--- src/rtl/gate_scheduler_pkg.sv ---
// Shared types and constants for the parking-lot barrier scheduler.
package gate_scheduler_pkg;

   localparam int NUM_SPOTS = 4;
   localparam int SPOT_W    = 2;
   localparam int CNT_W     = 3;

   typedef enum logic [1:0] {
      IDLE    = 2'd0,
      G_ENTER = 2'd1,
      G_EXIT  = 2'd2,
      DOOR    = 2'd3
   } state_e;

   localparam logic GRANT_ENTER = 1'b0;
   localparam logic GRANT_EXIT  = 1'b1;

   function automatic logic [CNT_W-1:0] popcount(input logic [NUM_SPOTS-1:0] v);
      logic [CNT_W-1:0] n;
      n = 3'd0;
      for (int i = 0; i < NUM_SPOTS; i++) begin
         n = n + CNT_W'(v[i]);
      end
      return n;
   endfunction

endpackage

--- src/rtl/gate_scheduler_free_spot_enc.sv ---
// Lowest-numbered free spot finder: priority encoder over the occupancy vector.
module gate_scheduler_free_spot_enc
   import gate_scheduler_pkg::*;
(
   input  logic [NUM_SPOTS-1:0] spot_busy_i,
   output logic                 valid_o,
   output logic [SPOT_W-1:0]    index_o
);

   logic              valid_s;
   logic [SPOT_W-1:0] index_s;

   // Scan from the top down so the lowest free index is the last one written.
   always_comb begin
      valid_s = 1'b0;
      index_s = {SPOT_W{1'b0}};
      for (int i = NUM_SPOTS - 1; i >= 0; i--) begin
         index_s = spot_busy_i[i] ? index_s : SPOT_W'(i);
         valid_s = valid_s | ~spot_busy_i[i];
      end
   end

   assign valid_o = valid_s;
   assign index_o = index_s;

endmodule

--- src/rtl/gate_scheduler.sv ---
// Barrier door arbiter: grants entry/exit round-robin, tracks spot occupancy, times the door.
module gate_scheduler
   import gate_scheduler_pkg::*;
#(
   parameter int unsigned DOOR_HOLD = 8
)
(
   input  logic                 CLK,
   input  logic                 RST,
   input  logic                 enter_req,
   input  logic                 exit_req,
   input  logic [SPOT_W-1:0]    exit_spot,
   output logic                 enter_ack,
   output logic [SPOT_W-1:0]    assigned_spot,
   output logic                 exit_ack,
   output logic                 exit_err,
   output logic [NUM_SPOTS-1:0] spot_busy,
   output logic [NUM_SPOTS-1:0] spot_clr,
   output logic [CNT_W-1:0]     free_count,
   output logic                 full,
   output logic                 door_open
);

   localparam int HOLD_W = $clog2(DOOR_HOLD + 1);
   localparam logic [HOLD_W-1:0] HOLD_LOAD = HOLD_W'(DOOR_HOLD - 1);

   state_e                state_q, state_d;
   logic                  last_grant_q, last_grant_d;
   logic [HOLD_W-1:0]     hold_q, hold_d;
   logic [NUM_SPOTS-1:0]  spot_busy_q, spot_busy_d;

   logic                  free_valid_s;
   logic [SPOT_W-1:0]     free_idx_s;
   logic                  full_s;
   logic                  enter_cand_s;

   gate_scheduler_free_spot_enc u_free_spot_enc (
      .spot_busy_i (spot_busy_q),
      .valid_o     (free_valid_s),
      .index_o     (free_idx_s)
   );

   assign free_count = 3'(NUM_SPOTS) - popcount(spot_busy_q);
   assign full_s     = (popcount(spot_busy_q) == 3'(NUM_SPOTS));
   assign enter_cand_s = enter_req & ~full_s;

   // State, arbitration memory, door timer and occupancy register.
   always_ff @(posedge CLK or posedge RST) begin
      if (RST) begin
         state_q      <= IDLE;
         last_grant_q <= GRANT_EXIT;
         hold_q       <= {HOLD_W{1'b0}};
         spot_busy_q  <= {NUM_SPOTS{1'b0}};
      end else begin
         state_q      <= state_d;
         last_grant_q <= last_grant_d;
         hold_q       <= hold_d;
         spot_busy_q  <= spot_busy_d;
      end
   end

   // Next-state: on contention the side that did not win last time goes first.
   always_comb begin
      state_d      = state_q;
      last_grant_d = last_grant_q;
      hold_d       = hold_q;
      spot_busy_d  = spot_busy_q;
      case (state_q)
         IDLE: begin
            if (enter_cand_s && exit_req) begin
               if (last_grant_q == GRANT_EXIT) begin
                  state_d      = G_ENTER;
                  last_grant_d = GRANT_ENTER;
               end else begin
                  state_d      = G_EXIT;
                  last_grant_d = GRANT_EXIT;
               end
            end else if (enter_cand_s) begin
               state_d      = G_ENTER;
               last_grant_d = GRANT_ENTER;
            end else if (exit_req) begin
               state_d      = G_EXIT;
               last_grant_d = GRANT_EXIT;
            end else begin
               state_d = IDLE;
            end
         end
         G_ENTER: begin
            if (free_valid_s) begin
               spot_busy_d[free_idx_s] = 1'b1;
            end else begin
               spot_busy_d = spot_busy_q;
            end
            state_d = DOOR;
            hold_d  = HOLD_LOAD;
         end
         G_EXIT: begin
            if (spot_busy_q[exit_spot]) begin
               spot_busy_d[exit_spot] = 1'b0;
               state_d = DOOR;
               hold_d  = HOLD_LOAD;
            end else begin
               state_d = IDLE;
            end
         end
         DOOR: begin
            if (hold_q == {HOLD_W{1'b0}}) begin
               state_d = IDLE;
            end else begin
               hold_d = hold_q - HOLD_W'(1);
            end
         end
         default: begin
            state_d = IDLE;
         end
      endcase
   end

   // Pulses and door level decode straight from the state flops.
   always_comb begin
      enter_ack     = 1'b0;
      exit_ack      = 1'b0;
      exit_err      = 1'b0;
      spot_clr      = {NUM_SPOTS{1'b0}};
      door_open     = 1'b0;
      assigned_spot = free_idx_s;
      case (state_q)
         G_ENTER: begin
            enter_ack = 1'b1;
            if (free_valid_s) begin
               spot_clr[free_idx_s] = 1'b1;
            end else begin
               spot_clr = {NUM_SPOTS{1'b0}};
            end
         end
         G_EXIT: begin
            exit_ack = 1'b1;
            exit_err = ~spot_busy_q[exit_spot];
         end
         DOOR: begin
            door_open = 1'b1;
         end
         default: begin
            door_open = 1'b0;
         end
      endcase
   end

   assign spot_busy = spot_busy_q;
   assign full      = full_s;

endmodule

--- config.mk ---
export PLATFORM = sky130hd
export DESIGN_NAME = gate_scheduler
export DESIGN_NICKNAME = d
export VERILOG_FILES = /design/src/rtl/gate_scheduler_pkg.sv /design/src/rtl/gate_scheduler_free_spot_enc.sv /design/src/rtl/gate_scheduler.sv
export SDC_FILE = /design/constraint.sdc
export NUM_CORES = 1
export LEC_CHECK = 0
export CAP_MARGIN = 10
export CELL_PAD_IN_SITES_DETAIL_PLACEMENT = 1
export CELL_PAD_IN_SITES_GLOBAL_PLACEMENT = 1
export CORE_MARGIN = 2
export CORE_UTILIZATION = 33
export DETAILED_ROUTE_END_ITERATION = 10
export PLACE_DENSITY = 0.78
export SKIP_LAST_GASP = 1
export SYNTH_ARGS = -nofsm -noshare
export SYNTH_HDL_FRONTEND = slang
export SYNTH_SLANG_ARGS = --single-unit
--- constraint.sdc ---
create_clock -name CLK -period 3.71 [get_ports CLK]
set_input_delay 1.113 -clock CLK [delete_from_list [all_inputs] [get_ports CLK]]
set_output_delay 1.113 -clock CLK [all_outputs]
set_load 0.05 [all_outputs]
Yosys cells after proc, flatten, opt, wreduce, memory -nomap -nowiden
Index checks and enable logic that the tools add are counted.
{"block": "classes", "n_eq_ne": 8, "n_mux": 33, "bitwise": 13, "order_cmp": 4, "addsub": 5, "reduce_logical": 11}
{"cell": "$mux 4", "n": 6}
{"cell": "$mux 2", "n": 10}
{"cell": "$pmux 4 s3", "n": 1}
{"cell": "$mux 1", "n": 11}
{"cell": "$ne 2x2->1 const B", "n": 4}
{"cell": "$pmux 2 s4", "n": 1}
{"cell": "$pmux 4 s2", "n": 1}
{"cell": "$lt 2x3->1 const B", "n": 2}
{"cell": "$not 1->1", "n": 6}
{"cell": "$reduce_and 3->1", "n": 2}
{"cell": "$reduce_bool 3->1", "n": 2}
{"cell": "$and 4x4->4", "n": 1}
{"cell": "$demux 1 s2", "n": 2}
{"cell": "$eq 2x2->1 const B", "n": 2}
{"cell": "$ge 2x1->1 const B", "n": 2}
{"cell": "$logic_not 4->1", "n": 1}
{"cell": "$not 4->4", "n": 1}
{"cell": "$or 4x4->4", "n": 1}
{"cell": "$sub 4x1->4 const B", "n": 1}
{"cell": "$add 2x1->3", "n": 1}
{"cell": "$add 3x1->3", "n": 1}
{"cell": "$eq 3x3->1 const B", "n": 1}
{"cell": "$logic_and 1x1->1", "n": 3}
{"cell": "$or 1x1->1", "n": 3}
{"cell": "other kinds (8)", "n": 8}
{"block": "word_totals", "inputBits": 6, "ff_bits": 11, "out_inout_bits": 18, "elab_cells": 78}

Longest topological paths before layout
Gate-level depths: netlist (run 1).
{"block": "depth", "depth_word": 11, "depth_mapped": 11, "depth_no_buf": 11}

Cells and area by module
A second synthesis (run 1) with hierarchy kept.
{"block": "hier_totals", "hier_cells": 89, "area_unflattened_um2": 767.0}
{"mod": "gate_scheduler", "area_per_inst_um2": 738.2, "n_inst": 1, "cells_per_inst": 84, "seq_area_each_um2": 276.5}
{"mod": "gate_scheduler_free_spot_enc", "area_per_inst_um2": 28.8, "n_inst": 1, "cells_per_inst": 5, "seq_area_each_um2": 0.0}

Worst setup path before layout (run 1)
No wires, ideal clock.
{"block": "synth_timing", "path_kind": "register -> output", "startpoint": "register spot_busy_q[0], in the netlist spot_busy[0]", "endpoint": "output port free_count[2]", "n_path_buf": 0, "arrival_ns": 2.868, "path_stages_with_launch": 8, "t_required_ns": 2.597, "path_slack_ns": -0.271, "path_cell_list": "dfrtp_1 -> inv_1 -> fa_1 -> inv_1 -> ha_1 -> inv_1 -> ha_1 -> ha_1"}
{"block": "synth_via", "elab_chain_len": 4}
{"item": "from (decl)", "line": "gate_scheduler.sv:30", "text": "logic [NUM_SPOTS-1:0] spot_busy_q, spot_busy_d;"}
{"item": "from (signal assigned)", "line": "gate_scheduler.sv:53", "text": "spot_busy_q <= {NUM_SPOTS{1'b0}};"}
{"item": "from (signal assigned)", "line": "gate_scheduler.sv:58", "text": "spot_busy_q <= spot_busy_d;"}
{"item": "$add 1x1->2", "line": "gate_scheduler_pkg.sv:22", "text": "n = n + CNT_W'(v[i]);"}
{"item": "$add 2x1->3", "line": "gate_scheduler_pkg.sv:22"}
{"item": "$add 3x1->3", "line": "gate_scheduler_pkg.sv:22"}
{"item": "$sub 3x3->3", "line": "gate_scheduler.sv:43", "text": "assign free_count = 3'(NUM_SPOTS) - popcount(spot_busy_q);"}
{"item": "to (decl)", "line": "gate_scheduler.sv:19", "text": "output logic [CNT_W-1:0] free_count,"}
No other way between the ends.

Worst setup path after layout (run 1)
{"block": "layout_timing", "startpoint": "register spot_busy_q[1], in the netlist spot_busy[1]", "endpoint": "output port free_count[2]"}
The elaborated chain is that of the path after synthesis.

==> metrics.cfg, run 1 <==
[synthesis]
synth_area_leaders = sky130_fd_sc_hd__dfrtp_1 32%, sky130_fd_sc_hd__ha_1 9.5%, sky130_fd_sc_hd__a211oi_1 6.7%
synth_async_reset_ratio_pct = 100
ys_seq_area_share_pct = 35.0
postSynthCellCount = 89
ys_seq_elements = 11
postSynthNetCount = 102
synthDominantCellAreaShare_pct = 31.7
most_frequently_used_flop_master_after_synthesis = sky130_fd_sc_hd__dfrtp_1
synth_top_area_cell = sky130_fd_sc_hd__dfrtp_1
yosysUniqueCellTypes = 29
synth_area_per_cell_um2 = 8.87
synth_edf_count = 0
count_of_synthesis_stage_warnings_from_yosys = 0
post_synth_instance_area_um2 = 790

[detailed_routing]
viasPerCell = 5.29
routed-wl-met3_um = 84
met2_wire_length_um = 1250
post-route-drc-count = 0
wl_per_cell_um = 15.7
drt_pass1_iterations = 4
m1_wire_length_um = 1030
dr.max_layer_used = met3
detailroute.via_count = 794
ant_nets = 0
drt_iter0_markers = 12
routed_wl_um = 2360

[die]
die_width_um = 52.9
die_h_um = 52.9
initial_core_utilization_pct = 35.4
std_cell_rows = 17
dieArea_um2 = 2800
design.portCount = 24
core-area_um2 = 2230

[placement]
numPortBuffers = 23
dpl.hpwl_um = 1740
gp_congestion = 0.804

[final_layout]
num_antenna_cells = 0
share_of_final_layout_standard_cells_stronger_than_drive_strength_1_pct = 18.0
layout.nets = 136
layout-area-overhead-vs-synth_pct = 50.2

[timing]
max_freq_ghz = 0.274
finalSetupTns_ns = 0
hold_violations = 0
rsz_0062_raised_after_global_routing = true
max-slew-margin-rel_pct = 66.3
final_period_demand_of_the_worst_path_ns = 3.65
drv_slew = 0
worst_slew_pin_slew_ns = 0.505
final.setup_skew_ns = 0.00146
final.period_utilization_pct = 98.3
finalSetupViolCount = 0

[worst_setup_path]
kind_of_end_point_of_the_critical_path = output pin
crit_arrival_ns = 2.53
critPathRequiredTime_ns = 2.60
critPathLaunchType = register
timing_worst_setup_path_type = reg2out
worst-path-max-fanout = 6

[grt]
total_global_routing_track_utilization_pct = 19.4
grt_pass1_wl_um = 3910
grt_pass1_vias = 805
grt_max_degree = 16
overflow = 0
grt_antenna_before_repair = 0

[clocking]
tritoncts.num_buffers = 3
clock_transition_at_the_registers_of_the_reported_paths_ns = 0.08
tritoncts = done
cts.htree.levels = 1
buffer_type_at_the_clock_tree_root = sky130_fd_sc_hd__clkbuf_4
insertion_delay_ns = 0.28
cts_max_path_buffers = 2
number_of_clock_sinks = 11
cts-hold-fix-buffers = 0

[status]
run_status = completed

[min_path]
hp-class = reg2reg

[run]
timing.max_cap.violations = 0

-- worst max-delay path, stage by stage, from the launching register on --
cell and delay [ns]:
sky130_fd_sc_hd__dfrtp_2 0.42, sky130_fd_sc_hd__inv_1 0.13, sky130_fd_sc_hd__fa_1 0.53, sky130_fd_sc_hd__inv_1 0.04
sky130_fd_sc_hd__ha_2 0.16, sky130_fd_sc_hd__ha_1 0.27, sky130_fd_sc_hd__inv_1 0.04, sky130_fd_sc_hd__ha_1 0.17
sky130_fd_sc_hd__ha_1 0.33, sky130_fd_sc_hd__buf_12 0.16
-- registers in the layout, summed over array words and instances, names as in the netlist --
name and count:
spot_busy 4, last_grant_q 1, state_q 2, hold_q 4
-- cell type report --
type                       instances  area (um^2)
inverter                          12         45.0
clock buffer                       4         26.3
multi-input combinational         63          459
sequential                        11          280
tap                               28         35.0
timing repair buffer              32          340
fill                             255         1050
-- what timing repair did --
item                       in CTS  in global routing
buffers inserted                1                  3
cloned                          0                  0
gates resized for setup         0                  1
setup endpoints to repair       1                  4
-- logic make-up (layout without fill, tap and decap cells) --
group           after synthesis  in the layout  synth area share [%]
simple gates                 37             37                  26.8
fa+ha+maj                     7              7                  12.0
compound gates               18             18                  16.2
mux                           1              1                  2.85
buf+inv                      15             48                  7.13
flops                        11             11                  35.0
-- final timing paths --
kind	startpoint	cells after the start	slack [ns]	end
setup / recovery	spot_busy[1]	9	0.06	free_count[2]
hold / removal	last_grant_q	1	0.53	last_grant_q
setup reg to reg	spot_busy[1]	11	0.97	state_q[0]
hold reg to reg	last_grant_q	1	0.53	last_grant_q
max in group asynchronous	RST	2	2.23	last_grant_q
min in group asynchronous	RST	2	1.14	spot_busy[0]
-- cell usage in the layout (no fill, tap or decap), types with 2 or more instances in the layout --
cell / n
sky130_fd_sc_hd__nor3_1: 3
sky130_fd_sc_hd__dfrtp_1: 7
sky130_fd_sc_hd__clkbuf_4: 3
sky130_fd_sc_hd__clkdlybuf4s50_1: 18
sky130_fd_sc_hd__nor3b_1: 4
sky130_fd_sc_hd__a21oi_1: 3
sky130_fd_sc_hd__nand2_1: 6
sky130_fd_sc_hd__nand2b_1: 2
sky130_fd_sc_hd__nand3_1: 4
sky130_fd_sc_hd__nand3b_1: 3
sky130_fd_sc_hd__buf_4: 9
sky130_fd_sc_hd__and3_1: 2
sky130_fd_sc_hd__and2_1: 3
sky130_fd_sc_hd__dfrtp_2: 3
sky130_fd_sc_hd__and4b_1: 2
sky130_fd_sc_hd__a31oi_1: 2
sky130_fd_sc_hd__ha_1: 5
sky130_fd_sc_hd__a211oi_1: 7
sky130_fd_sc_hd__nor2_1: 5
sky130_fd_sc_hd__inv_1: 12
sky130_fd_sc_hd__buf_12: 4
-- per-stage QoR --
stage / instances / hold slack (ns) / cell area (um^2) / setup WS, ns / utilization [%]
2_1_floorplan: 89 / 0.500 / 796 / 0.0248 / -
3_3_place_gp: 142 / 0.508 / 1130 / 0.0492 / 50.5
3_5_place_dp: 142 / 0.517 / 1130 / 0.0312 / 50.5
4_1_cts: 147 / 0.529 / 1160 / 0.0109 / 52.0
5_1_grt: 150 / 0.548 / 1190 / -0.0616 / 53.1
6_report: 150 / 0.526 / 1190 / 0.0649 / 53.1
-- synth_stat cells, types with 3 or more instances --
library cell / number
sky130_fd_sc_hd__inv_1: 12
sky130_fd_sc_hd__dfrtp_1: 10
sky130_fd_sc_hd__a211oi_1: 7
sky130_fd_sc_hd__ha_1: 6
sky130_fd_sc_hd__nand2_1: 6
sky130_fd_sc_hd__nor2_1: 5
sky130_fd_sc_hd__nand3_1: 4
sky130_fd_sc_hd__nor3b_1: 4
sky130_fd_sc_hd__a21oi_1: 3
sky130_fd_sc_hd__and2_1: 3
sky130_fd_sc_hd__clkbuf_1: 3
sky130_fd_sc_hd__nand3b_1: 3
sky130_fd_sc_hd__nor3_1: 3
-- routing by layer --
metal	vias up	global-route usage (%)
li1	383	-
met1	398	25.5
met2	13	32.5
met3	0	5.08
met4	0	2.56
met5	-	0
Power of run 1 is left out: the tool's default activity adds up to more than one toggle a clock period on the data nets, which glitch-free logic cannot reach.
==> inputs of run 2 (changes only) <==
==> constraint.sdc (replaced) <==
create_clock -name CLK -period 3.71 [get_ports CLK]
set_input_delay 0.9275 -clock CLK [delete_from_list [all_inputs] [get_ports CLK]]
set_output_delay 0.9275 -clock CLK [all_outputs]
set_load 0.05 [all_outputs]
==> run 2 against run 1 <==
  * Critical path depth is the same
  * Register-to-register slack lost 0.05 ns
  * Via count shrank 4.5%
  * Critical path type unchanged
  * Fmax grew 3.7%
  * Utilization shrank 3.9 points
  * Worst setup slack gained 0.13 ns
  * Highest routed layer is now met4
==> metrics.cfg, run 2 (synthesis gave the netlist of run 1 again) <==
[detailed_routing]
drt_iter0_markers = 8  ; was 12
wl_per_cell_um = 14.6  ; was 15.7 um
post-route-drc-count = 0  ; unchanged
routed_wl_um = 2060  ; was 2360 um
detailroute.via_count = 758  ; was 794
viasPerCell = 5.38  ; was 5.29
drt_pass1_iterations = 4  ; unchanged
ant_nets = 0  ; unchanged

[worst_setup_path]
critPathMostFrequentCell = sky130_fd_sc_hd__ha_1
worst-r2r-cell-count = 11  ; unchanged
critPathRequiredTime_ns = 2.78  ; was 2.60 ns
crit_arrival_ns = 2.59  ; was 2.53 ns
critPathLaunchType = register  ; unchanged
worst_reg2reg_path_startpoint = spot_busy[0]  ; was spot_busy[1]
critical_path.slowest_cell = sky130_fd_sc_hd__fa_1  ; unchanged
critical_path.max_stage_delay_ns = 0.55  ; was 0.53 ns
timing_worst_setup_path_type = reg2out  ; unchanged
kind_of_end_point_of_the_critical_path = output pin  ; unchanged
worst-r2r-setup-slack_ns = 0.92  ; was 0.97 ns
crit_path_cell_trace = inv_1, fa_1, inv_1, ha_1, ha_1, inv_1, ha_1, ha_1, buf_12  ; was inv_1, fa_1, inv_1, ha_2, ha_1, inv_1, ha_1, ha_1, buf_12
reg2reg_to = state_q[1]  ; was state_q[0]
timing.critical_path.from = spot_busy[0]  ; was spot_busy[1]
worst-path-max-fanout = 8  ; was 6

[clocking]
cts_max_path_buffers = 2  ; unchanged
cts-hold-fix-buffers = 0  ; unchanged
number_of_clock_sinks = 11  ; unchanged
tritoncts.num_buffers = 3  ; unchanged
buffer_type_at_the_clock_tree_root = sky130_fd_sc_hd__clkbuf_4  ; unchanged
cts.htree.levels = 1  ; unchanged
cts_resized = 0  ; unchanged
clock_transition_at_the_registers_of_the_reported_paths_ns = 0.08  ; about the same
tritoncts = done  ; unchanged
post-cts-setup-buffer-count = 0  ; was 1
insertion_delay_ns = 0.28  ; about the same

[die]
design.portCount = 24  ; unchanged
core-area_um2 = 2230  ; unchanged
initial_core_utilization_pct = 35.4  ; unchanged
die_h_um = 52.9  ; unchanged
die_width_um = 52.9  ; unchanged
std_cell_rows = 17  ; unchanged
dieArea_um2 = 2800  ; unchanged

[timing]
worst_slew_pin_slew_ns = 0.502  ; was 0.505 ns
finalSetupTns_ns = 0  ; unchanged
finalSetupViolCount = 0  ; unchanged
hold_violations = 0  ; unchanged
max-slew-margin-rel_pct = 66.4  ; was 66.3%
max_freq_ghz = 0.285  ; was 0.274 GHz
final.setup_skew_ns = 0.00904  ; was 0.00146 ns
post-route-worst-setup-slack_ns = 0.196  ; was 0.0649 ns
rsz_0062_raised_after_global_routing = false  ; was true
final.period_utilization_pct = 94.7  ; was 98.3%
final_period_demand_of_the_worst_path_ns = 3.51  ; was 3.65 ns
drv_slew = 0  ; unchanged

[grt]
grt_pass1_wl_um = 3580  ; was 3910 um
grt_busiest_layer = met2  ; unchanged
grt_antenna_before_repair = 0  ; unchanged
grt_util_met3_pct = 5.93  ; was 5.08%
overflow = 0  ; unchanged
grt_max_degree = 16  ; unchanged
met2_usage_pct = 27.5  ; was 32.5%
globalRouteMet1Util_pct = 23.7  ; was 25.5%
total_global_routing_track_utilization_pct = 17.9  ; was 19.4%
grt_pass1_vias = 773  ; was 805

[placement]
numPortBuffers = 23  ; unchanged
dpl.hpwl_um = 1570  ; was 1740 um
numPlacedInstances = 137  ; was 142
placement.cell_area_um2 = 1070  ; was 1130 um^2
place_ws_ns = 0.260  ; was 0.0312 ns
gp_congestion = 0.723  ; was 0.804

[final_layout]
num_antenna_cells = 0  ; unchanged
fillers = 275  ; was 255
layout_commonest_cell = sky130_fd_sc_hd__clkdlybuf4s50_1  ; unchanged
final_design_area_no_fill_um2 = 1100  ; was 1190 um^2
fin_cells = 141  ; was 150
layout-area-overhead-vs-synth_pct = 39.3  ; was 50.2%
commonest_non_fill_non_tap_cells_in_the_layout = 19 x sky130_fd_sc_hd__clkdlybuf4s50_1, 12 x sky130_fd_sc_hd__inv_1, 8 x sky130_fd_sc_hd__dfrtp_1, 7 x sky130_fd_sc_hd__a211oi_1  ; was 18 x sky130_fd_sc_hd__clkdlybuf4s50_1, 12 x sky130_fd_sc_hd__inv_1, 9 x sky130_fd_sc_hd__buf_4, 7 x sky130_fd_sc_hd__a211oi_1, 7 x sky130_fd_sc_hd__dfrtp_1
share_of_final_layout_standard_cells_stronger_than_drive_strength_1_pct = 9.73  ; was 18.0%
layout.nets = 127  ; was 136

[run]
timing.max_cap.violations = 0  ; unchanged

[min_path]
hold_depth = 1  ; unchanged
holdCritStartpoint = last_grant_q  ; unchanged
hp-class = reg2reg  ; unchanged
worstHoldEndpoint = last_grant_q  ; unchanged

[status]
run_status = completed  ; unchanged

-- run 2: metal layers --
metal	vias up	routed length (um)
li1	372	-
met3	2	82
met1	368	972
met4	0	16
met2	16	988
met5	-	0
-- run 2: worst max-delay path by stage --
stage                    endpoint  slack [ns]
floorplan           free_count[2]        0.07
global placement         exit_err        0.28
detailed placement       exit_err        0.26
CTS                 free_count[2]        0.16
global route        free_count[2]        0.05
finish              free_count[2]        0.20
-- run 2: worst max-delay path, delay by kind of cell, from the launching register on --
kind / cells / cell delay, ns
flops: 1 / 0.43
buf+inv: 4 / 0.37
fa+ha+maj: 5 / 1.50
-- run 2: cell type report --
cell class	count	area [um^2]	share of cell area, %
flip-flops and latches	11	279	25.4
multi-input cells	63	457	41.5
clock buffers	4	26.3	2.39
well taps	28	35.0	3.19
repair buffers	23	258	23.4
inverters	12	45.0	4.10
-- run 2: per-stage QoR --
stage / utilization, % / hold WS, ns
after floorplan: - / 0.500
after global placement: 48.1 / 0.510
after detailed placement: 48.1 / 0.522
after CTS: 49.2 / 0.531
after global routing: 49.2 / 0.545
final: 49.2 / 0.529
Power of run 2 is left out for the same reason.
==> inputs of run 3 (changes only) <==
--- a/config.mk
+++ b/config.mk
@@ -9,10 +9,12 @@
 export CELL_PAD_IN_SITES_DETAIL_PLACEMENT = 1
 export CELL_PAD_IN_SITES_GLOBAL_PLACEMENT = 1
 export CORE_MARGIN = 2
-export CORE_UTILIZATION = 33
+export CORE_UTILIZATION = 43
 export DETAILED_ROUTE_END_ITERATION = 10
-export PLACE_DENSITY = 0.78
+export DONT_BUFFER_PORTS = 1
+export PLACE_DENSITY = 0.86
 export SKIP_LAST_GASP = 1
 export SYNTH_ARGS = -nofsm -noshare
 export SYNTH_HDL_FRONTEND = slang
+export SYNTH_HIERARCHICAL = 1
 export SYNTH_SLANG_ARGS = --single-unit
==> run 3 against run 2 <==
  * Non-clock buffer count shrank 10
  * Area after synthesis is 2.9% lower
  * Synthesized cell count unchanged
==> metrics.cfg, run 3 <==
[status]
run_status = completed  ; unchanged

[die]
die_width_um = 46.2  ; was 52.9 um
core-area_um2 = 1710  ; was 2230 um^2
dieArea_um2 = 2140  ; was 2800 um^2
die_h_um = 46.2  ; was 52.9 um
initial_core_utilization_pct = 44.9  ; was 35.4%
design.portCount = 24  ; unchanged
std_cell_rows = 15  ; was 17

[worst_setup_path]
timing_worst_setup_path_type = reg2out  ; unchanged
critPathLaunchType = register  ; unchanged
crit_arrival_ns = 2.45  ; was 2.59 ns
worst-r2r-cell-count = 11  ; unchanged
kind_of_end_point_of_the_critical_path = output pin  ; unchanged
worst-path-max-fanout = 2  ; was 8
critPathRequiredTime_ns = 2.78  ; about the same

[detailed_routing]
drt_pass1_iterations = 4  ; unchanged
viasPerCell = 5.55  ; was 5.38
post-route-drc-count = 0  ; unchanged
detailroute.via_count = 721  ; was 758
wl_per_cell_um = 16.4  ; was 14.6 um
drt_iter0_markers = 15  ; was 8
routed_wl_um = 2140  ; was 2060 um
ant_nets = 0  ; unchanged

[timing]
hold_violations = 0  ; unchanged
max-slew-margin-rel_pct = 53.9  ; was 66.4%
final.period_utilization_pct = 91.1  ; was 94.7%
finalSetupTns_ns = 0  ; unchanged
rsz_0062_raised_after_global_routing = false  ; unchanged
worst_slew_pin_slew_ns = 0.691  ; was 0.502 ns
final.setup_skew_ns = 0.000444  ; was 0.00904 ns
final_period_demand_of_the_worst_path_ns = 3.38  ; was 3.51 ns
max_freq_ghz = 0.296  ; was 0.285 GHz
finalSetupViolCount = 0  ; unchanged
drv_slew = 0  ; unchanged

[grt]
total_global_routing_track_utilization_pct = 23.2  ; was 17.9%
overflow = 0  ; unchanged
grt_pass1_wl_um = 3370  ; was 3580 um
grt_antenna_before_repair = 0  ; unchanged
grt_max_degree = 12  ; was 16
grt_pass1_vias = 740  ; was 773

[synthesis]
synth_most_common_cell = sky130_fd_sc_hd__nand2_1  ; was sky130_fd_sc_hd__inv_1
synth.top_cells.by_count = 15 x sky130_fd_sc_hd__nand2_1, 13 x sky130_fd_sc_hd__inv_1, 10 x sky130_fd_sc_hd__dfrtp_1  ; was 12 x sky130_fd_sc_hd__inv_1, 10 x sky130_fd_sc_hd__dfrtp_1, 7 x sky130_fd_sc_hd__a211oi_1, 6 x sky130_fd_sc_hd__ha_1, 6 x sky130_fd_sc_hd__nand2_1
ys_seq_elements = 11  ; unchanged
postSynthNetCount = 101  ; was 102
synth_area_leaders = sky130_fd_sc_hd__dfrtp_1 33%, sky130_fd_sc_hd__ha_1 8.2%, sky130_fd_sc_hd__nand2_1 7.3%  ; was sky130_fd_sc_hd__dfrtp_1 32%, sky130_fd_sc_hd__ha_1 9.5%, sky130_fd_sc_hd__a211oi_1 6.7%
most_frequently_used_flop_master_after_synthesis = sky130_fd_sc_hd__dfrtp_1  ; unchanged
count_of_synthesis_stage_warnings_from_yosys = 6  ; was 0
yosysUniqueCellTypes = 33  ; was 29
synth_edf_count = 0  ; unchanged
ys_seq_area_share_pct = 36.1  ; was 35.0%
synthDominantCellAreaShare_pct = 32.6  ; was 31.7%
postSynthCellCount = 89  ; unchanged
synth_async_reset_ratio_pct = 100  ; unchanged
synth_top_area_cell = sky130_fd_sc_hd__dfrtp_1  ; unchanged
synth_area_per_cell_um2 = 8.62  ; was 8.87 um^2
post_synth_instance_area_um2 = 767  ; was 790 um^2

[final_layout]
commonest_non_fill_non_tap_cells_in_the_layout = 15 x sky130_fd_sc_hd__nand2_1, 13 x sky130_fd_sc_hd__inv_1, 11 x sky130_fd_sc_hd__buf_4, 9 x sky130_fd_sc_hd__dfrtp_1  ; was 19 x sky130_fd_sc_hd__clkdlybuf4s50_1, 12 x sky130_fd_sc_hd__inv_1, 8 x sky130_fd_sc_hd__dfrtp_1, 7 x sky130_fd_sc_hd__a211oi_1
fillers = 216  ; was 275
layout_commonest_cell = sky130_fd_sc_hd__nand2_1  ; was sky130_fd_sc_hd__clkdlybuf4s50_1
area_taken_by_multi_input_logic_gates_um2 = 430  ; was 457 um^2
final-seq-area_um2 = 278  ; was 279 um^2
share_of_final_layout_standard_cells_stronger_than_drive_strength_1_pct = 21.0  ; was 9.73%
layout-area-overhead-vs-synth_pct = 22.2  ; was 39.3%
num_antenna_cells = 0  ; unchanged
layout.nets = 118  ; was 127

[run]
timing.max_cap.violations = 0  ; unchanged

[placement]
numPortBuffers = 0  ; was 23
gp_congestion = 0.785  ; was 0.723
dpl.hpwl_um = 1700  ; was 1570 um

[min_path]
hp-class = reg2reg  ; unchanged
hold_depth = 2  ; was 1

[clocking]
buffer_type_at_the_clock_tree_root = sky130_fd_sc_hd__clkbuf_4  ; unchanged
insertion_delay_ns = 0.27  ; was 0.28 ns
cts-hold-fix-buffers = 0  ; unchanged
post-cts-setup-buffer-count = 0  ; unchanged
tritoncts = done  ; unchanged
cts.htree.levels = 1  ; unchanged
clock_transition_at_the_registers_of_the_reported_paths_ns = 0.07  ; was 0.08 ns
tritoncts.num_buffers = 3  ; unchanged
cts_resized = 0  ; unchanged
number_of_clock_sinks = 11  ; unchanged
cts_max_path_buffers = 2  ; unchanged

[run 3: worst max-delay path, stage by stage, from the launching register on]
cell and delay, ns:
sky130_fd_sc_hd__dfrtp_2 0.36, sky130_fd_sc_hd__inv_1 0.07, sky130_fd_sc_hd__fa_1 0.55, sky130_fd_sc_hd__inv_1 0.05, sky130_fd_sc_hd__ha_1 0.17, sky130_fd_sc_hd__ha_1 0.28, sky130_fd_sc_hd__inv_1 0.05, sky130_fd_sc_hd__ha_1 0.18
sky130_fd_sc_hd__ha_1 0.33, sky130_fd_sc_hd__buf_12 0.16
[run 3: logic make-up after synthesis]
| family | synth area share [%] |
|---|---|
| fa+ha+maj | 10.8 |
| buf+inv | 7.83 |
| simple gates | 25.3 |
| mux | 4.24 |
| compound gates | 15.8 |
| flops | 36.1 |
[run 3: area by class of cell]
| cell class | instances | share of cell area, % |
|---|---|---|
| Timing Repair Buffer | 13 | 13.1 |
| Multi-Input combinational cell | 64 | 45.9 |
| Tap cell | 25 | 3.34 |
| Sequential cell | 11 | 29.6 |
| Clock buffer | 4 | 2.80 |
| Inverter | 13 | 5.21 |
[run 3: worst paths after layout]
check,start,end,slack [ns]
max,spot_busy[0],free_count[2],0.33
min,last_grant_q,last_grant_q,0.51
max reg2reg,spot_busy[0],state_q[0],1.03
min reg2reg,last_grant_q,last_grant_q,0.51
max in group asynchronous,RST,last_grant_q,2.83
min in group asynchronous,RST,spot_busy[3],0.55
[run 3: per-stage QoR]
step	cell area [um^2]	hold WS (ns)	cells	setup WS, ns	utilization (%)
5_1_grt	937	0.544	130	0.220	54.9
2_1_floorplan	768	0.454	89	0.0265	-
6_report	937	0.507	130	0.332	54.9
3_5_place_dp	911	0.492	126	0.600	53.3
3_3_place_gp	911	0.486	126	0.704	53.3
4_1_cts	937	0.504	130	0.301	54.9
[run 3: routing by layer]
layer  share of wire [%]  track usage (%)
met2                  55             43.3
met1                  39             25.4
met5                   0                0
met4                0.66             8.57
met3                 5.8             4.71
Power of run 3 is left out for the same reason.
